<file path="src/rtl/ssd1306_seq_pkg.sv">
// Shared definitions for the SSD1306 command sequencer: ROM word layout,
// local opcodes and the sequencer FSM states.
package ssd1306_pkg;

  localparam int WORD_W    = 10;
  localparam int BIT_LOCAL = 9;
  localparam int BIT_LAST  = 8;

  localparam logic [3:0] OP_SET_RESET  = 4'b0001;
  localparam logic [3:0] OP_SET_VBAT   = 4'b0010;
  localparam logic [3:0] OP_DELAY      = 4'b0011;
  localparam logic [3:0] OP_SET_DC     = 4'b0100;
  localparam logic [3:0] OP_LOOP_BEGIN = 4'b0101;
  localparam logic [3:0] OP_LOOP_END   = 4'b0110;
  localparam logic [3:0] OP_STOP       = 4'b1111;

  typedef enum logic [2:0] {
    ST_IDLE,
    ST_FETCH,
    ST_EXEC,
    ST_DELAY,
    ST_SEND,
    ST_WAIT,
    ST_NEXT
  } state_e;

  function automatic logic [3:0] word_op(input logic [WORD_W-1:0] w);
    return w[7:4];
  endfunction

  function automatic logic [3:0] word_arg(input logic [WORD_W-1:0] w);
    return w[3:0];
  endfunction

endpackage

</file>
<file path="src/rtl/ssd1306_seq_if.sv">
// ROM fetch port and byte-shifter handshake seen by the sequencer (master)
// and by the ROM/shifter side (slave).
interface ssd1306_seq_if #(
  parameter int ADDR_W = 6
);
  import ssd1306_pkg::*;

  logic [ADDR_W-1:0] rom_addr_out;
  logic [WORD_W-1:0] rom_data_in;
  logic              command_start;
  logic [7:0]        command_out;
  logic              command_last_byte;
  logic              command_ready;

  modport master (
    output rom_addr_out,
    output command_start,
    output command_out,
    output command_last_byte,
    input  rom_data_in,
    input  command_ready
  );

  modport slave (
    input  rom_addr_out,
    input  command_start,
    input  command_out,
    input  command_last_byte,
    output rom_data_in,
    output command_ready
  );

endinterface

</file>
<file path="src/rtl/ssd1306_delay_timer.sv">
// Down-counter for DELAY words: loads arg scaled by 2^DELAY_SHIFT and counts
// to zero while enabled.
module ssd1306_delay_timer
  import ssd1306_pkg::*;
#(
  parameter int DELAY_SHIFT = 13
) (
  input  logic       clk_in,
  input  logic       rst_n_in,
  input  logic       load_in,
  input  logic [3:0] arg_in,
  input  logic       dec_in,
  output logic       zero_out
);

  localparam int CNT_W = 4 + DELAY_SHIFT;

  logic [CNT_W-1:0] cnt_q, cnt_d;

  always_comb begin
    cnt_d = cnt_q;
    if (load_in) begin
      cnt_d = CNT_W'(arg_in) << DELAY_SHIFT;
    end else if (dec_in && cnt_q != '0) begin
      cnt_d = cnt_q - CNT_W'(1);
    end
  end

  always_ff @(posedge clk_in or negedge rst_n_in) begin
    if (!rst_n_in) begin
      cnt_q <= '0;
    end else begin
      cnt_q <= cnt_d;
    end
  end

  assign zero_out = (cnt_q == '0);

endmodule

</file>
<file path="src/rtl/ssd1306_seq.sv">
// ROM-driven SSD1306 command sequencer: fetches 10-bit words, executes local
// pin/delay/loop opcodes and hands transmit bytes to the SPI shifter.
module ssd1306_seq
  import ssd1306_pkg::*;
#(
  parameter int                        ADDR_W      = 6,
  parameter int                        NUM_SEQ     = 4,
  parameter logic [NUM_SEQ*ADDR_W-1:0] SEQ_BASE    = '0,
  parameter int                        DELAY_SHIFT = 13,
  parameter int                        SEL_W       = (NUM_SEQ > 1) ? $clog2(NUM_SEQ) : 1
) (
  input  logic             clk_in,
  input  logic             resetn_in,
  input  logic             start_in,
  input  logic [SEL_W-1:0] seq_sel_in,
  input  logic             abort_in,
  output logic             busy_out,
  output logic             done_out,
  ssd1306_seq_if.master    bus,
  output logic             oled_rstn,
  output logic             oled_vbatn,
  output logic             oled_dc
);

  // Reset asserts asynchronously but is released two clocks after resetn_in rises.
  logic [1:0] rst_sync_q;
  logic       rst_n;

  always_ff @(posedge clk_in or negedge resetn_in) begin
    if (!resetn_in) begin
      rst_sync_q <= 2'b00;
    end else begin
      rst_sync_q <= {rst_sync_q[0], 1'b1};
    end
  end

  assign rst_n = rst_sync_q[1];

  logic [ADDR_W-1:0] base_tbl [NUM_SEQ];

  for (genvar gi = 0; gi < NUM_SEQ; gi++) begin : g_base
    assign base_tbl[gi] = SEQ_BASE[gi*ADDR_W +: ADDR_W];
  end

  logic [ADDR_W-1:0] sel_base;

  always_comb begin
    sel_base = '0;
    for (int i = 0; i < NUM_SEQ; i++) begin
      if (32'(seq_sel_in) == i) sel_base = base_tbl[i];
    end
  end

  state_e            state_q, state_d;
  logic [ADDR_W-1:0] addr_q, addr_d;
  logic [ADDR_W-1:0] loop_addr_q, loop_addr_d;
  logic [3:0]        loop_cnt_q, loop_cnt_d;
  logic              jump_q, jump_d;
  logic              done_q, done_d;
  logic              rstn_q, rstn_d;
  logic              vbatn_q, vbatn_d;
  logic              dc_q, dc_d;
  logic              tmr_load, tmr_dec, tmr_zero;

  logic [WORD_W-1:0] word;
  logic [3:0]        op;
  logic [3:0]        arg;

  assign word = bus.rom_data_in;
  assign op   = word_op(word);
  assign arg  = word_arg(word);

  ssd1306_delay_timer #(
    .DELAY_SHIFT(DELAY_SHIFT)
  ) u_timer (
    .clk_in  (clk_in),
    .rst_n_in(rst_n),
    .load_in (tmr_load),
    .arg_in  (arg),
    .dec_in  (tmr_dec),
    .zero_out(tmr_zero)
  );

  always_comb begin
    state_d     = state_q;
    addr_d      = addr_q;
    loop_addr_d = loop_addr_q;
    loop_cnt_d  = loop_cnt_q;
    jump_d      = jump_q;
    done_d      = 1'b0;
    rstn_d      = rstn_q;
    vbatn_d     = vbatn_q;
    dc_d        = dc_q;
    tmr_load    = 1'b0;
    tmr_dec     = 1'b0;

    if (abort_in) begin
      state_d = ST_IDLE;
      jump_d  = 1'b0;
    end else begin
      unique case (state_q)
        ST_IDLE: begin
          if (start_in) begin
            addr_d     = sel_base;
            loop_cnt_d = '0;
            jump_d     = 1'b0;
            state_d    = ST_FETCH;
          end
        end
        ST_FETCH: state_d = ST_EXEC;
        ST_EXEC: begin
          if (!word[BIT_LOCAL]) begin
            if (bus.command_ready) state_d = ST_SEND;
          end else begin
            state_d = ST_NEXT;
            case (op)
              OP_SET_RESET:  rstn_d  = arg[0];
              OP_SET_VBAT:   vbatn_d = arg[0];
              OP_SET_DC:     dc_d    = arg[0];
              OP_DELAY: begin
                tmr_load = 1'b1;
                state_d  = ST_DELAY;
              end
              OP_LOOP_BEGIN: begin
                loop_addr_d = addr_q + ADDR_W'(1);
                loop_cnt_d  = arg;
              end
              OP_LOOP_END: begin
                if (loop_cnt_q != 4'd0) begin
                  loop_cnt_d = loop_cnt_q - 4'd1;
                  jump_d     = 1'b1;
                end
              end
              OP_STOP: begin
                done_d  = 1'b1;
                state_d = ST_IDLE;
              end
              default: ;
            endcase
          end
        end
        ST_DELAY: begin
          if (tmr_zero) state_d = ST_NEXT;
          else          tmr_dec = 1'b1;
        end
        ST_SEND: if (!bus.command_ready) state_d = ST_WAIT;
        ST_WAIT: if (bus.command_ready) state_d = ST_NEXT;
        ST_NEXT: begin
          addr_d  = jump_q ? loop_addr_q : addr_q + ADDR_W'(1);
          jump_d  = 1'b0;
          state_d = ST_FETCH;
        end
        default: state_d = ST_IDLE;
      endcase
    end
  end

  always_ff @(posedge clk_in or negedge rst_n) begin
    if (!rst_n) begin
      state_q     <= ST_IDLE;
      addr_q      <= '0;
      loop_addr_q <= '0;
      loop_cnt_q  <= '0;
      jump_q      <= 1'b0;
      done_q      <= 1'b0;
      rstn_q      <= 1'b0;
      vbatn_q     <= 1'b1;
      dc_q        <= 1'b0;
    end else begin
      state_q     <= state_d;
      addr_q      <= addr_d;
      loop_addr_q <= loop_addr_d;
      loop_cnt_q  <= loop_cnt_d;
      jump_q      <= jump_d;
      done_q      <= done_d;
      rstn_q      <= rstn_d;
      vbatn_q     <= vbatn_d;
      dc_q        <= dc_d;
    end
  end

  assign busy_out              = (state_q != ST_IDLE);
  assign done_out              = done_q;
  assign bus.rom_addr_out      = addr_q;
  assign bus.command_start     = (state_q == ST_SEND);
  assign bus.command_out       = word[7:0];
  assign bus.command_last_byte = word[BIT_LAST];
  assign oled_rstn             = rstn_q;
  assign oled_vbatn            = vbatn_q;
  assign oled_dc               = dc_q;

endmodule

</file>
<file path="src/flat_wrapper.sv">
// flat-port wrapper written by rule: the top's interface ports become plain ports
module ssd1306_seq_flat import ssd1306_pkg::*;
#(
  parameter int                        ADDR_W      = 6,
  parameter int                        NUM_SEQ     = 4,
  parameter logic [NUM_SEQ*ADDR_W-1:0] SEQ_BASE    = '0,
  parameter int                        DELAY_SHIFT = 13,
  parameter int                        SEL_W       = (NUM_SEQ > 1) ? $clog2(NUM_SEQ) : 1
)
  (clk_in, resetn_in, start_in, seq_sel_in, abort_in, busy_out, done_out, oled_rstn, oled_vbatn, oled_dc, bus_rom_addr_out, bus_command_start, bus_command_out, bus_command_last_byte, bus_rom_data_in, bus_command_ready);
  ssd1306_seq_if #(.ADDR_W(ADDR_W)) bus_i ();
  input  logic clk_in;
  input  logic resetn_in;
  input  logic start_in;
  input  logic [SEL_W-1:0] seq_sel_in;
  input  logic abort_in;
  output logic busy_out;
  output logic done_out;
  output logic oled_rstn;
  output logic oled_vbatn;
  output logic oled_dc;
  output wire logic [$bits(bus_i.rom_addr_out)-1:0] bus_rom_addr_out;
  output wire logic [$bits(bus_i.command_start)-1:0] bus_command_start;
  output wire logic [$bits(bus_i.command_out)-1:0] bus_command_out;
  output wire logic [$bits(bus_i.command_last_byte)-1:0] bus_command_last_byte;
  input wire logic [$bits(bus_i.rom_data_in)-1:0] bus_rom_data_in;
  input wire logic [$bits(bus_i.command_ready)-1:0] bus_command_ready;
  assign bus_rom_addr_out = bus_i.rom_addr_out;
  assign bus_command_start = bus_i.command_start;
  assign bus_command_out = bus_i.command_out;
  assign bus_command_last_byte = bus_i.command_last_byte;
  assign bus_i.rom_data_in = bus_rom_data_in;
  assign bus_i.command_ready = bus_command_ready;
  ssd1306_seq #(.ADDR_W(ADDR_W), .NUM_SEQ(NUM_SEQ), .SEQ_BASE(SEQ_BASE), .DELAY_SHIFT(DELAY_SHIFT), .SEL_W(SEL_W)) u_core (.clk_in(clk_in), .resetn_in(resetn_in), .start_in(start_in), .seq_sel_in(seq_sel_in), .abort_in(abort_in), .busy_out(busy_out), .done_out(done_out), .bus(bus_i), .oled_rstn(oled_rstn), .oled_vbatn(oled_vbatn), .oled_dc(oled_dc));
endmodule
</file>
<file path="config.mk">
export PLATFORM = sky130hd
export DESIGN_NAME = ssd1306_seq_flat
export DESIGN_NICKNAME = d
export VERILOG_FILES = /design/src/rtl/ssd1306_seq_pkg.sv /design/src/rtl/ssd1306_seq_if.sv /design/src/rtl/ssd1306_delay_timer.sv /design/src/rtl/ssd1306_seq.sv /design/src/flat_wrapper.sv
export SDC_FILE = /design/constraint.sdc
export NUM_CORES = 1
export LEC_CHECK = 0
export CORE_MARGIN = 1.5
export CORE_UTILIZATION = 49
export DETAILED_ROUTE_END_ITERATION = 8
export HOLD_SLACK_MARGIN = 0.06
export PLACE_DENSITY = 0.78
export SLEW_MARGIN = 30
export SYNTH_ARGS = -nofsm -noshare
export SYNTH_HDL_FRONTEND = slang
export SYNTH_SLANG_ARGS = --single-unit
export TNS_END_PERCENT = 100
</file>
<file path="constraint.sdc">
create_clock -name clk_in -period 1.4 [get_ports clk_in]
set_clock_uncertainty 0.15 [all_clocks]
set_input_delay 0.35 -clock clk_in [delete_from_list [all_inputs] [get_ports clk_in]]
set_output_delay 0.35 -clock clk_in [all_outputs]
set_load 0.01 [all_outputs]
</file>
# Word level (Yosys, flattened, before mapping)
# Cells that the tools add are included.
# word_totals
latchBits,0
reg_bits,43
memories,0
elab_cells,94
mem_bits_rw,0
romBits,0
output_inout_bits,21
input_bits,17
# op_classes
eq_ne,25
n_div,0
bitwise,1
shifts,0
n_lt_le_gt_ge,0
mul,0
add_sub_neg,3
reduce_logical,18
muxes,36
# op_table
op,count
17-bit two-way mux,2
3-bit two-way mux,7
3-bit one-hot mux with 7 select lines,1
17-bit zero test,1
17-bit nonzero test,1
17-bit by 1-bit subtractor with 17-bit output (second input constant),1
1-bit two-way mux,16
4-bit one-hot mux with 2 select lines,2
4-bit AND reduction,4
3-bit by 2-bit inequality test with 1-bit output (second input constant),5
4-bit by 3-bit == test with 1-bit output (second input constant),3
4-bit two-way mux,3
6-bit two-way mux,2
3-bit inequality test (second input constant),4
6-bit one-hot mux with 2 select lines,1
5-bit AND reduction,2
3-bit == test (second input constant),3
4-bit by 2-bit == test with 1-bit output (second input constant),2
4-bit nonzero test,2
6-bit by 1-bit adder with 6-bit output (second input constant),1
3-bit by 2-bit == test with 1-bit output (second input constant),2
3-bit one-hot mux with 2 select lines,1
6-bit AND reduction,1
2-bit nonzero test,3
12 further kinds,13

# Longest topological paths before layout
# Gate-level depths: netlist (run 1).
# depth
word_depth,7
depth_mapped,8
depth_no_buf,7

# Modules after synthesis
# A second synthesis (run 1) with hierarchy kept.
# unflattened
hier_cells,281
hier_area_um2,2658.8
# by_module_without_submodules
mod,area_per_inst_um2,cells_each,seq_area_each_um2,n_inst
ssd1306_seq,1659.1,169,651.9,1
ssd1306_delay_timer,999.7,112,425.4,1

# Worst setup path before layout (run 1)
# No wires, ideal clock.
# synth_path
kind,register -> register
from,register u_core.u_timer.cnt_q[11]
to,register u_core.u_timer.cnt_q[13]
path_stages_with_launch,7
arrival_time_ps,1996
path_slack_ps,-872
required_ps,1124
cell_sequence,dfrtp_1 or4_1 buf_2 or4_4 o21ai_4 mux2i_1 a221o_1
# synth_via
elab_chain_len,6
# synth_lines
item,line,rtl
from (decl),ssd1306_delay_timer.sv:18,"logic [CNT_W-1:0] cnt_q, cnt_d;"
from (signal assigned),ssd1306_delay_timer.sv:33,cnt_q <= cnt_d;
branches (longest 6 deep; another with 17-bit by 1-bit subtractor with 17-bit output),-,
# Several ways; the timed one is not identified. The select of a mux whose other input is x is not followed.
# A chain may end at the register's enable or synchronous reset.

# Worst setup path in the final report (run 1)
# layout_path
from,register u_core.u_timer.cnt_q[1]
to,register u_core.u_timer.cnt_q[13]
# The elaborated chain is that of the path after synthesis.

==> results_dict.tcl, run 1 <==
set metrics [dict create \
    top_usage_layer "met2" \
    ys.flop_type "dfrtp_1" \
    avgSynthCellArea_um2 9.02 \
    holdWs_ps 165 \
    stdcell_area_um2 4120 \
    seqPwrFrac 0.249 \
    syn_inst 278 \
    mostFrequentLayoutCell "buf_4" \
    grt_pass1_vias 2649 \
    required_ps 1450 \
    crit_type "reg2reg" \
    critPathCapture "u_core.u_timer.cnt_q[13]$_DFFE_PN0P_" \
    cts_sinks 43 \
    p_int_mw 4.01 \
    drt-total-wl_um 10400 \
    timing.rr.end "u_core.u_timer.cnt_q[13]$_DFFE_PN0P_" \
    rsz0062_at_grt "yes" \
    fillers 242 \
    synth-seq-cells 43 \
    antenna_found_initial 0 \
    final-hold-violation-count 0 \
    grt_use_met1 0.391 \
    grt_overflow 0 \
    cp_cell_sequence "inv_1 -> ha_2 -> or3b_4 -> or3_4 -> o21ai_4 -> mux2i_1 -> a221o_1" \
    cts_tree "done" \
    drc 0 \
    setup_viol 46 \
    clk_pin_slew_ps 90 \
    insertion_delay_ps 320 \
    num_vias 3029 \
    combPwrFrac 0.629 \
    antennaDiodeCount 0 \
    vias_per_cell 6.32 \
    ant_nets 0 \
    place.detailed.hpwl_um 4920 \
    period_needed_ps 2350 \
    p_clk_frac 0.122 \
    vdd_drop_max_mv 1.00 \
    hold_path.class "reg2async" \
    rr_worst_depth 7 \
    regToRegStartpoint "u_core.u_timer.cnt_q[1]$_DFFE_PN0P_" \
    period_share 1.68 \
    status "finished with violations" \
    end_kind "flip-flop" \
    synth_cell_types 53 \
    synthArstFlopShare 1.00 \
    crit_arrival_ps 2400 \
    netlist_area_um2 2510 \
    maxCapViolations 0 \
    cpMaxStageDelayCell "dfrtp_1" \
    gp_congestion 0.940 \
    max_stage_delay_ps 410 \
    synth-edff-count 0 \
    fin_ws_ps -949 \
    synth-seq-area-share 0.429 \
    dp_slack_ps -1010 \
    ys_warn_count 0 \
    portBuffers 33 \
    final_layout_size_suffix_gt1_frac 0.498 \
    std_cell_rows 25 \
    power_leakage_nw 1.89 \
    worstPathMaxFanout 5 \
    startpoint "u_core.u_timer.cnt_q[1]$_DFFE_PN0P_" \
    core-area_um2 4820 \
    groute.layer.met2.usage 0.500 \
    final_cell_mix "buf_4, dfrtp_1, nor2_1" \
    cts_buffer_depth 2 \
    powerDensity_nw_per_um2 1680 \
    r2r_slack_ps -950 \
    violations "setup timing" \
    use_met3 0.0637 \
    fmax_mhz 426 \
    track_usage 0.308 \
    dieArea_um2 5560 \
    ios 38 \
    cp-start-kind "flip-flop" \
    syn_nets 298 \
    initial_utilization 0.521 \
    htreeDepth 2 \
    grt_max_degree 24 \
    layout.nets 431 \
    drt_iter0_drc 404 \
    wl_per_cell_um 21.8 \
    switchingPower_mw 2.92 \
    placedInstanceArea_um2 3550 \
    root_buffer "clkbuf_8" \
    firstDrtPassIters 5 \
    p_total_mw 6.93 \
    area_growth_pct 64.2 \
    switching_share 0.421 \
    maxSlewViolCount 0 \
    grt_pass1_wl_um 12700 \
    numCtsBuffers 5 \
    dieHeight_um 74.6 \
    die_w_um 74.6 \
]
[power groups by stage]
stage,Sequential [mW],Combinational [mW],Clock (mW)
after floorplan,1.78,1.50,0
after global placement,1.68,2.92,0
after detailed placement,1.69,3.03,0
after CTS,1.67,3.56,0.808
after global routing,1.73,4.52,0.886
final,1.72,4.36,0.844
[cell type report]
class	instances	area (µm²)	share of cell area
Inverter	8	30.0	0.00729
Tap cell	67	83.8	0.0204
Timing Repair Buffer	148	1220	0.296
Sequential cell	43	1080	0.262
Multi-Input combinational cell	205	1620	0.393
Clock buffer	6	72.6	0.0176
Clock inverter	2	12.5	0.00304
[flip-flops by register name, indices dropped and copies added (netlist names)]
signal,flops
u_core.done_out,1
u_core.u_timer.cnt_q,17
u_core.oled_rstn,1
u_core.loop_addr_q,6
u_core.bus.rom_addr_out,6
u_core.oled_vbatn,1
u_core.jump_q,1
u_core.loop_cnt_q,4
u_core.state_q,3
u_core.rst_sync_q,2
u_core.oled_dc,1
[metrics by stage]
step	util	std cells	setup TNS [ps]
after floorplan	-	278	-23230
after global placement	0.737	443	-37340
after detailed placement	0.737	443	-38900
after CTS	0.797	464	-23380
after global routing	0.855	479	-31350
final	0.855	479	-29750
[how the worst min path moves through the flow]
stage | startpoint | endpoint | slack (ps) | cells after the start
finish | u_core.rst_sync_q[1]$_DFF_PN0_ | u_core.bus.rom_addr_out[0]$_DFFE_PN0P_ | 160 | 1
global route | u_core.rst_sync_q[1]$_DFF_PN0_ | u_core.oled_vbatn$_DFFE_PN1P_ | 180 | 0
global placement | u_core.rst_sync_q[1]$_DFF_PN0_ | u_core.u_timer.cnt_q[10]$_DFFE_PN0P_ | 20 | 0
detailed placement | u_core.rst_sync_q[1]$_DFF_PN0_ | u_core.u_timer.cnt_q[10]$_DFFE_PN0P_ | 30 | 0
CTS | u_core.rst_sync_q[1]$_DFF_PN0_ | u_core.u_timer.cnt_q[10]$_DFFE_PN0P_ | 30 | 0
floorplan | resetn_in | u_core.rst_sync_q[0]$_DFF_PN0_ | -100 | 0
[per-layer routing]
| metal | share of wire | vias up |
|---|---|---|
| met3 | 0.086 | 88 |
| met5 | 0 | - |
| met4 | 0.078 | 0 |
| met1 | 0.36 | 1446 |
| li1 | - | 1263 |
| met2 | 0.48 | 232 |
[worst max-delay path: cells and delay by family, from the launching register on]
family	cells	cell delay, ps
fa+ha+maj	1	180
flops	1	410
compound gates	2	520
simple gates	2	770
mux	1	100
buf+inv	1	100
[synthesized netlist by cell type (2+ instances only)]
cell type | instances | area, µm²
o31ai_1 | 5 | 37.5
nor3_1 | 13 | 65.1
nand2b_1 | 9 | 56.3
clkbuf_1 | 10 | 37.5
ha_1 | 3 | 37.5
or3_1 | 6 | 37.5
or4_1 | 4 | 30.0
inv_1 | 8 | 30.0
nand2_1 | 21 | 78.8
or2_2 | 3 | 18.8
buf_2 | 2 | 10.0
xnor2_1 | 8 | 70.1
nor3b_1 | 4 | 30.0
mux2_2 | 5 | 56.3
buf_4 | 10 | 75.1
dfrtp_1 | 42 | 1050
and3_1 | 4 | 25.0
mux2i_1 | 4 | 40.0
nand3b_1 | 2 | 15.0
nor4_1 | 4 | 25.0
nand3_1 | 6 | 30.0
o21ai_0 | 24 | 120
nor2_1 | 25 | 93.8
nand4_1 | 4 | 25.0
a21oi_1 | 13 | 65.1
o21a_1 | 2 | 15.0
a211o_1 | 2 | 17.5
xor2_1 | 5 | 43.8
a31oi_1 | 2 | 12.5
a211oi_1 | 5 | 37.5
[logic make-up (layout without fill, tap and decap cells)]
logic type	after synthesis	after routing	share of synthesized area
DFF	43	43	0.429
other	1	1	0.00149
muxes	9	9	0.0384
and+or+nand+nor	115	115	0.248
xor gates and xnor gates	13	13	0.0454
AOI/OAI and AO/OA	64	64	0.161
adders and majority gates	3	3	0.0150
buffers and inverters	30	164	0.0608
[repair_timing]
item                       in CTS  in global routing
buffers inserted               13                 13
hold endpoints to repair       13                  1
hold buffers                    1                  3
cloned                          1                  1
gates resized for setup       138                 45
pin swaps                      16                 16
setup endpoints to repair      61                 45
(Power assumes the default switching activity.)
==> run 2, diff against run 1 <==
- CORE_UTILIZATION: 49 -> 51
- CTS_BUF_LIST: not set -> sky130_fd_sc_hd__clkbuf_8
==> run 2 against run 1 <==
- the flow still finishes with violations (setup timing)
- count of clock-buffer cells in the layout down 1
- first-iteration DRC count decreased by 6.9%
- final cell count down 0.84%
- flip-flop and latch count stayed put
- via count decreased by 1.9%
- setup slack got worse by 21 ps
- sequential power hardly changed
- power grew 8.7%
- critical path depth unchanged
- wire length fell by 1.3%
- critical path type unchanged
- critical endpoint is now u_core.u_timer.cnt_q[11]$_DFFE_PN0P_
==> results_dict.tcl, run 2 (synthesized netlist as in run 1, its figures left out) <==
set metrics [dict create \
    combPwrFrac 0.665 \
    drt_iter0_drc 376 \
    grt_pass1_wl_um 13500 \
    fillers 195 \
    maxCapViolations 0 \
    grt_overflow 0 \
    crit_type "reg2reg" \
    p_clk_frac 0.108 \
    core-area_um2 4720 \
    final_layout_size_suffix_gt1_frac 0.556 \
    dr_wl_met3_um 781 \
    maxSlewViolCount 0 \
    fmax_mhz 422 \
    p_int_mw 4.33 \
    root_buffer "clkbuf_8" \
    dieArea_um2 5350 \
    status "finished with violations" \
    num_vias 2971 \
    register_area_um2 1080 \
    switching_share 0.425 \
    antennaDiodeCount 0 \
    die_w_um 73.1 \
    period_share 1.69 \
    layout.nets 427 \
    vias_per_cell 6.25 \
    cts_buffer_depth 2 \
    std_cell_rows 25 \
    mostFrequentLayoutCell "buf_4" \
    ios 38 \
    final-hold-violation-count 0 \
    drt-met1-wl_um 3830 \
    drc 0 \
    cp_cell_sequence "or4_4 -> or4_4 -> o21ai_4 -> buf_4 -> buf_6 -> or4_4 -> a21oi_1" \
    antenna_found_initial 0 \
    highest_layer "met4" \
    fin_ws_ps -970 \
    vdd_drop_max_mv 1.21 \
    place.detailed.hpwl_um 4760 \
    cp-start-kind "flip-flop" \
    violations "setup timing" \
    crit_arrival_ps 2400 \
    dp_slack_ps -991 \
    htreeDepth 2 \
    worstPathMaxFanout 5 \
    timing.setup.tns_ps -29320 \
    area_growth_pct 67.2 \
    firstDrtPassIters 5 \
    track_usage 0.334 \
    portBuffers 33 \
    drt-total-wl_um 10300 \
    grt_pass1_vias 2841 \
    powerDensity_nw_per_um2 1800 \
    power_leakage_nw 1.92 \
    gp_congestion 0.901 \
    max_stage_delay_ps 540 \
    end_kind "flip-flop" \
    insertion_delay_ps 310 \
    dieHeight_um 73.1 \
    ant_nets 0 \
    met2WireLength_um 4940 \
    setup_viol 47 \
    largest_reg_flops 17 \
    wl_per_cell_um 21.7 \
    cpMaxStageDelayCell "or4_4" \
    initial_utilization 0.531 \
    largest_register "u_core.u_timer.cnt_q" \
    cp_common_cell "or4_4" \
    period_needed_ps 2370 \
    required_ps 1430 \
    cts_sinks 43 \
    clk_pin_slew_ps 90 \
    hold_path.class "reg2async" \
    numCtsBuffers 5 \
    seqPwrFrac 0.226 \
    cts_tree "done" \
    switchingPower_mw 3.20 \
    rsz0062_at_grt "yes" \
    grt_max_degree 29 \
    multi_input_area_um2 1740 \
    final_cell_mix "buf_4, dfrtp_1, buf_6" \
]
## run 2: cell count changes in the layout (fill, tap and decap cells not counted), sizes merged
cell	change
dlygate4sd2	+1
clkdlybuf4s50	-1
dlymetal6s2s	+1
clkinv	+2
clkbuf	-1
clkinvlp	-1
dlygate4sd3	-3
clkdlybuf4s15	-2
## run 2: through the flow
step / cells / instance area (µm²) / power [mW] / util / hold slack (ps)
2_1_floorplan: 278 / 2650 / 3.27 / - / -95.6
3_3_place_gp: 440 / 3510 / 4.52 / 0.744 / 47.9
3_5_place_dp: 440 / 3510 / 4.62 / 0.744 / 63.9
4_1_cts: 467 / 3930 / 6.25 / 0.832 / 65.1
5_1_grt: 475 / 4190 / 7.77 / 0.888 / 78.6
6_report: 475 / 4190 / 7.54 / 0.888 / 61.2
## run 2: routing by layer
layer / up-vias / track usage
li1: 1255 / -
met1: 1427 / 0.390
met2: 216 / 0.582
met3: 73 / 0.0594
met4: 0 / 0.174
met5: - / 0
## run 2: area by class of cell
cell class              instances  share of cell area
flip-flops and latches         43               0.257
clock inverters                 3             0.00358
inverters                       8             0.00716
repair buffers                144               0.281
well taps                      67              0.0200
multi-input cells             205               0.414
clock buffers                   5              0.0164
## run 2: worst max-delay path: cells and delay by family, from the launching register on
family / cells / cell delay [ps]
AND/OR/NAND/NOR: 3 / 1120
flip-flops: 1 / 400
AO/OA/AOI/OAI: 2 / 320
buffers and inverters: 2 / 250
## run 2: what timing repair did
action | in CTS | in global routing
pin swaps | 28 | 31
gates resized for setup | 156 | 51
setup endpoints to repair | 61 | 47
endpoints found under the hold margin | 2 | 0
cloned | 1 | 0
setup buffers | 18 | 10
hold buffers | 1 | 0
## run 2: path summary, 6_finish.rpt
check | startpoint | endpoint | slack (ps) | depth (start not counted)
min in group clk_in | u_core.rst_sync_q[0]$_DFF_PN0_ | u_core.rst_sync_q[1]$_DFF_PN0_ | 220 | 0
worst min-delay path | u_core.rst_sync_q[1]$_DFF_PN0_ | u_core.u_timer.cnt_q[9]$_DFFE_PN0P_ | 60 | 1
worst max register to register | u_core.u_timer.cnt_q[13]$_DFFE_PN0P_ | u_core.u_timer.cnt_q[11]$_DFFE_PN0P_ | -970 | 7
worst max-delay path | u_core.u_timer.cnt_q[13]$_DFFE_PN0P_ | u_core.u_timer.cnt_q[11]$_DFFE_PN0P_ | -970 | 7
max in group asynchronous | resetn_in | u_core.rst_sync_q[1]$_DFF_PN0_ | 380 | 2
worst min register to register | u_core.rst_sync_q[1]$_DFF_PN0_ | u_core.u_timer.cnt_q[9]$_DFFE_PN0P_ | 60 | 1
## run 2: power groups by stage
stage	sequential [mW]	combinational, mW	clock (mW)
2_1_floorplan	1.78	1.50	0
3_3_place_gp	1.67	2.85	0
3_5_place_dp	1.68	2.93	0
4_1_cts	1.66	3.79	0.805
5_1_grt	1.72	5.18	0.877
6_report	1.70	5.01	0.817
==> patch 1, RTL diff (config.mk and constraints of run 2) <==
The 7 states of `state_e` get a one-hot encoding in 7 bits.
--- a/src/rtl/ssd1306_seq_pkg.sv
+++ b/src/rtl/ssd1306_seq_pkg.sv
@@ -14,14 +14,14 @@
   localparam logic [3:0] OP_LOOP_END   = 4'b0110;
   localparam logic [3:0] OP_STOP       = 4'b1111;
 
-  typedef enum logic [2:0] {
-    ST_IDLE,
-    ST_FETCH,
-    ST_EXEC,
-    ST_DELAY,
-    ST_SEND,
-    ST_WAIT,
-    ST_NEXT
+  typedef enum logic [6:0] {
+    ST_IDLE  = 7'b0000001,
+    ST_FETCH = 7'b0000010,
+    ST_EXEC  = 7'b0000100,
+    ST_DELAY = 7'b0001000,
+    ST_SEND  = 7'b0010000,
+    ST_WAIT  = 7'b0100000,
+    ST_NEXT  = 7'b1000000
   } state_e;
 
   function automatic logic [3:0] word_op(input logic [WORD_W-1:0] w);
Behaviour: no difference found for any inputs over 10 cycles, from zero or initial values and one cycle with resetn_in low; not proved beyond that.
==> patch 1 against run 2 <==
- sequential cell count increased by 4
- synthesized cell count is 12% higher
- critical endpoint is now u_core.u_timer.cnt_q[15]$_DFFE_PN0P_
- sequential share of layout area down 0.44 points
- wire length up 20%
- setup slack improved by 0.053 ns
- final area grew 12%
- synthesized area rose by 15%
- fmax up 2.3%
- the flow still finishes with violations (setup timing)
- via count grew 18%
- final cell count is 12% higher
Power is not compared: it rests on default switching activity, and its combinational part moved more than twofold at a synthesized area within 25%.
==> patch 1: results (changes against run 2) <==
<table>
<tr><th>Metric</th><th>Value</th></tr>
<tr><th colspan="2">Global routing</th></tr>
<tr><td>Global-route total usage across every layer</td><td>33.97% (was 33.43%)</td></tr>
<tr><td>Vias in the first global route</td><td>3305 (was 2841)</td></tr>
<tr><td>Largest net degree at the start of global routing</td><td>20 (was 29)</td></tr>
<tr><th colspan="2">Status</th></tr>
<tr><td>Violated checks</td><td>setup timing (unchanged)</td></tr>
<tr><td>Outcome</td><td>complete, but fails checks (unchanged)</td></tr>
<tr><th colspan="2">STA</th></tr>
<tr><td>Total negative setup slack</td><td>-35.64 ns (was -29.32 ns)</td></tr>
<tr><td>Smallest hold slack</td><td>0.1757 ns (was 0.06122 ns)</td></tr>
<tr><td>Final setup violation count</td><td>49 (was 47)</td></tr>
<tr><td>Fin worst setup slack</td><td>-0.9175 ns (was -0.9701 ns)</td></tr>
<tr><th colspan="2">Setup path</th></tr>
<tr><td>Arrival time at the worst endpoint</td><td>2.37 ns (was 2.40 ns)</td></tr>
<tr><td>Depth of the most critical reg-to-reg path</td><td>8 (was 7)</td></tr>
<tr><td>Highest cell delay on the worst timing path</td><td>0.42 ns (was 0.54 ns)</td></tr>
<tr><td>Reg-to-reg critical path endpoint</td><td>u_core.u_timer.cnt_q[15]$_DFFE_PN0P_ (was u_core.u_timer.cnt_q[11]$_DFFE_PN0P_)</td></tr>
<tr><th colspan="2">Cells and area</th></tr>
<tr><td>Final-layout fill cell count</td><td>277 (was 195)</td></tr>
<tr><td>Nets</td><td>477 (was 427)</td></tr>
<tr><td>Fraction of final layout cells sized beyond drive strength 1</td><td>53.71% (was 55.64%)</td></tr>
<tr><th colspan="2">Yosys</th></tr>
<tr><td>Most used standard cells in the synthesized netlist</td><td>45 x sky130_fd_sc_hd__dfrtp_1, 33 x sky130_fd_sc_hd__nor2_1, 20 x sky130_fd_sc_hd__o21ai_0, 16 x sky130_fd_sc_hd__a21oi_1, 15 x sky130_fd_sc_hd__nor3_1 (was 42 x sky130_fd_sc_hd__dfrtp_1, 25 x sky130_fd_sc_hd__nor2_1, 24 x sky130_fd_sc_hd__o21ai_0, 21 x sky130_fd_sc_hd__nand2_1)</td></tr>
<tr><th colspan="2">Detailed routing</th></tr>
<tr><td>Overall routed net length</td><td>12350 um (was 10310 um)</td></tr>
<tr><td>Via Count</td><td>3508 (was 2971)</td></tr>
<tr><td>Violation count after the first detailed-routing iteration</td><td>515 (was 376)</td></tr>
</table>
## patch 1: cell types whose count changed after synthesis, moves of 4 or more
cell                      change
sky130_fd_sc_hd__nand2_1     -11
sky130_fd_sc_hd__nor2_1       +8
sky130_fd_sc_hd__nor2b_1      +4
sky130_fd_sc_hd__o21ai_0      -4
## patch 1: cell families (layout without fill, tap and decap cells)
family / count (synthesis) / count (layout) / synth area share, %
flops: 47 / 47 / 40.94
compound gates: 76 / 76 / 17.38
xor+xnor: 15 / 15 / 4.563
other cells: 1 / 1 / 0.1303
buf+inv: 33 / 181 / 5.824
simple gates: 128 / 128 / 27.25
mux: 7 / 7 / 2.607
fa+ha+maj: 3 / 3 / 1.304
## patch 1: metal layers
layer,track usage (%),vias to the layer above
met3,6.628,111
li1,-,1427
met1,40.85,1652
met2,58.00,318
met5,0,-
met4,16.79,0
## patch 1: what timing repair did
item,CTS,global route
resized for setup,137,60
hold buffers,3,0
endpoints found under the setup margin,65,61
hold endpoints to repair,6,0
buffers inserted,19,13
pin swaps,23,15
gates cloned,1,0
## patch 1: area by class of cell
class | instances | share of cell area [%]
repair buffers | 165 | 28.64
inverters | 8 | 0.6407
clock buffers | 5 | 1.468
well taps | 72 | 1.922
flip-flops and latches | 47 | 25.28
multi-input cells | 230 | 41.78
clock inverters | 3 | 0.2670
## patch 1: worst max-delay path, delay by kind of cell, from the launching register on
kind	cells	cell delay [ns]
simple gates	4	0.94
buf+inv	3	0.47
flops	1	0.42
compound gates	1	0.22
## patch 1: stage by stage
step | utilization (%) | std cells
detailed placement | 72.47 | 488
floorplan | - | 310
CTS | 79.54 | 518
global route | 85.64 | 530
global placement | 72.47 | 488
finish | 85.64 | 530
==> patch 2, RTL diff (settings of run 2) <==
Made on the original files. `ADDR_W` is set to 6 in 3 places; all go to 7.
--- a/src/rtl/ssd1306_seq_if.sv
+++ b/src/rtl/ssd1306_seq_if.sv
@@ -1,7 +1,7 @@
 // ROM fetch port and byte-shifter handshake seen by the sequencer (master)
 // and by the ROM/shifter side (slave).
 interface ssd1306_seq_if #(
-  parameter int ADDR_W = 6
+  parameter int ADDR_W = 7
 );
   import ssd1306_pkg::*;
 
--- a/src/rtl/ssd1306_seq.sv
+++ b/src/rtl/ssd1306_seq.sv
@@ -3,7 +3,7 @@
 module ssd1306_seq
   import ssd1306_pkg::*;
 #(
-  parameter int                        ADDR_W      = 6,
+  parameter int                        ADDR_W      = 7,
   parameter int                        NUM_SEQ     = 4,
   parameter logic [NUM_SEQ*ADDR_W-1:0] SEQ_BASE    = '0,
   parameter int                        DELAY_SHIFT = 13,
--- a/src/flat_wrapper.sv
+++ b/src/flat_wrapper.sv
@@ -1,7 +1,7 @@
 // flat-port wrapper written by rule: the top's interface ports become plain ports
 module ssd1306_seq_flat import ssd1306_pkg::*;
 #(
-  parameter int                        ADDR_W      = 6,
+  parameter int                        ADDR_W      = 7,
   parameter int                        NUM_SEQ     = 4,
   parameter logic [NUM_SEQ*ADDR_W-1:0] SEQ_BASE    = '0,
   parameter int                        DELAY_SHIFT = 13,
Interface: changed (resized bus_rom_addr_out); port bits go from 38 to 39. The function was not compared with the original's and may differ.
==> patch 2 against run 2 <==
- the run still ends with setup timing left
- non-clock buffer count grew 5
- wire length increased by 5.5%
- global-route usage is 1.3 points lower
- setup slack gained 0.21 ns
- synthesized area increased by 5.9%
- final area is 5.4% higher
- power up 6.0%
- sequential cell count up 2
- critical endpoint is now u_core.u_timer.cnt_q[13]$_DFFE_PN0P_
- largest cell class unchanged
- largest power group unchanged
- highest routed layer unchanged
==> patch 2: results (changes against run 2) <==
<table>
<tr><th>Metric</th><th>Value</th></tr>
<tr><th colspan="2">Status</th></tr>
<tr><td>Outcome</td><td>complete, but fails checks (unchanged)</td></tr>
<tr><td>Violated checks</td><td>setup timing (unchanged)</td></tr>
<tr><th colspan="2">Placement</th></tr>
<tr><td>Placed Instance Area</td><td>3761 sq um (was 3513 sq um)</td></tr>
<tr><td>Final GP Congestion</td><td>0.8368 (was 0.9009)</td></tr>
<tr><td>Hpwl dp</td><td>5240 um (was 4756 um)</td></tr>
<tr><td>Placed cell count</td><td>447 (was 440)</td></tr>
<tr><th colspan="2">Power</th></tr>
<tr><td>Largest vdd supply drop</td><td>1.674 mV (was 1.205 mV)</td></tr>
<tr><th colspan="2">STA</th></tr>
<tr><td>Total negative setup slack</td><td>-24.96 ns (was -29.32 ns)</td></tr>
<tr><td>Final setup violation count</td><td>47 (unchanged)</td></tr>
<tr><td>Fin worst setup slack</td><td>-0.7591 ns (was -0.9701 ns)</td></tr>
<tr><th colspan="2">Setup path</th></tr>
<tr><td>Arrival time at the worst endpoint</td><td>2.21 ns (was 2.40 ns)</td></tr>
<tr><td>Reg2reg start</td><td>u_core.u_timer.cnt_q[1]$_DFFE_PN0P_ (was u_core.u_timer.cnt_q[13]$_DFFE_PN0P_)</td></tr>
<tr><th colspan="2">Yosys</th></tr>
<tr><td>Synthesized Nets</td><td>300 (was 298)</td></tr>
<tr><td>Sequential-to-total area share from yosys stat</td><td>42.42% (was 42.94%)</td></tr>
<tr><th colspan="2">Global routing</th></tr>
<tr><td>Met3 track utilization from global routing</td><td>5.756% (was 5.939%)</td></tr>
<tr><td>GRT met1 Usage</td><td>35.82% (was 39.02%)</td></tr>
<tr><td>Global-route total usage across every layer</td><td>32.15% (was 33.43%)</td></tr>
<tr><th colspan="2">Detailed routing</th></tr>
<tr><td>Violation count after the first detailed-routing iteration</td><td>223 (was 376)</td></tr>
<tr><td>Post-route met1 wirelength</td><td>3762 um (was 3829 um)</td></tr>
<tr><td>Vias per std cell</td><td>6.235 (was 6.255)</td></tr>
</table>
patch 2: kinds of logic (layout without fill, tap and decap cells):
group / count (synthesis) / in the layout / synth area share [%]
AO/OA/AOI/OAI: 62 / 62 / 15.21
flip-flops: 45 / 45 / 42.42
other: 1 / 1 / 0.1411
XOR/XNOR: 15 / 15 / 4.944
multiplexers: 11 / 11 / 4.473
AND/OR/NAND/NOR: 114 / 114 / 25.56
adder cells (fa/ha/maj): 3 / 3 / 1.413
buffers and inverters: 29 / 165 / 5.838
patch 2: cell type report:
| cell class | count | area (sq um) |
|---|---|---|
| multi-input cells | 206 | 1838 |
| repair buffers | 149 | 1236 |
| flip-flops and latches | 45 | 1130 |
| fillers | 233 | 655.6 |
| well taps | 70 | 87.58 |
| clock buffers | 5 | 68.82 |
| inverters | 8 | 37.54 |
| clock inverters | 3 | 21.27 |
patch 2: worst paths after layout:
check | slack, ns | depth (start not counted) | to
min in group clk_in | 0.22 | 0 | u_core.rst_sync_q[1]$_DFF_PN0_
max reg2reg | -0.76 | 7 | u_core.u_timer.cnt_q[13]$_DFFE_PN0P_
min reg2reg | 0.09 | 1 | u_core.done_out$_DFF_PN0_
max in group asynchronous | 0.38 | 2 | u_core.rst_sync_q[1]$_DFF_PN0_
max | -0.76 | 7 | u_core.u_timer.cnt_q[13]$_DFFE_PN0P_
min | 0.09 | 1 | u_core.done_out$_DFF_PN0_
patch 2: timing repair:
| item | CTS | global route |
|---|---|---|
| resized for setup | 141 | 64 |
| endpoints found under the hold margin | 2 | 0 |
| hold buffers | 1 | 0 |
| pin swaps | 19 | 27 |
| buffers inserted | 16 | 18 |
| setup endpoints to repair | 64 | 50 |
patch 2: critical path, stage by stage (launching register included):
cell,delay [ns]
sky130_fd_sc_hd__dfrtp_1,0.41
sky130_fd_sc_hd__inv_1,0.09
sky130_fd_sc_hd__ha_1,0.20
sky130_fd_sc_hd__nor4b_4,0.30
sky130_fd_sc_hd__nand4b_4,0.18
sky130_fd_sc_hd__nand2_4,0.13
sky130_fd_sc_hd__mux2_4,0.31
sky130_fd_sc_hd__a221o_1,0.29
patch 2: stage by stage:
step	utilization (%)	setup slack [ns]
final	87.08	-0.7591
after CTS	80.03	-0.7088
after detailed placement	74.11	-0.9223
after global placement	74.11	-0.8385
after floorplan	-	-0.7535
after global routing	87.08	-0.8035
patch 2: power groups by stage:
stage | Sequential [W] | Clock [W] | Combinational [W]
after floorplan | 0.00204 | 0 | 0.00198
after global placement | 0.00189 | 0 | 0.00349
after detailed placement | 0.00190 | 0 | 0.00362
after CTS | 0.00189 | 0.000877 | 0.00405
after global routing | 0.00198 | 0.000925 | 0.00541
final | 0.00196 | 0.000877 | 0.00515
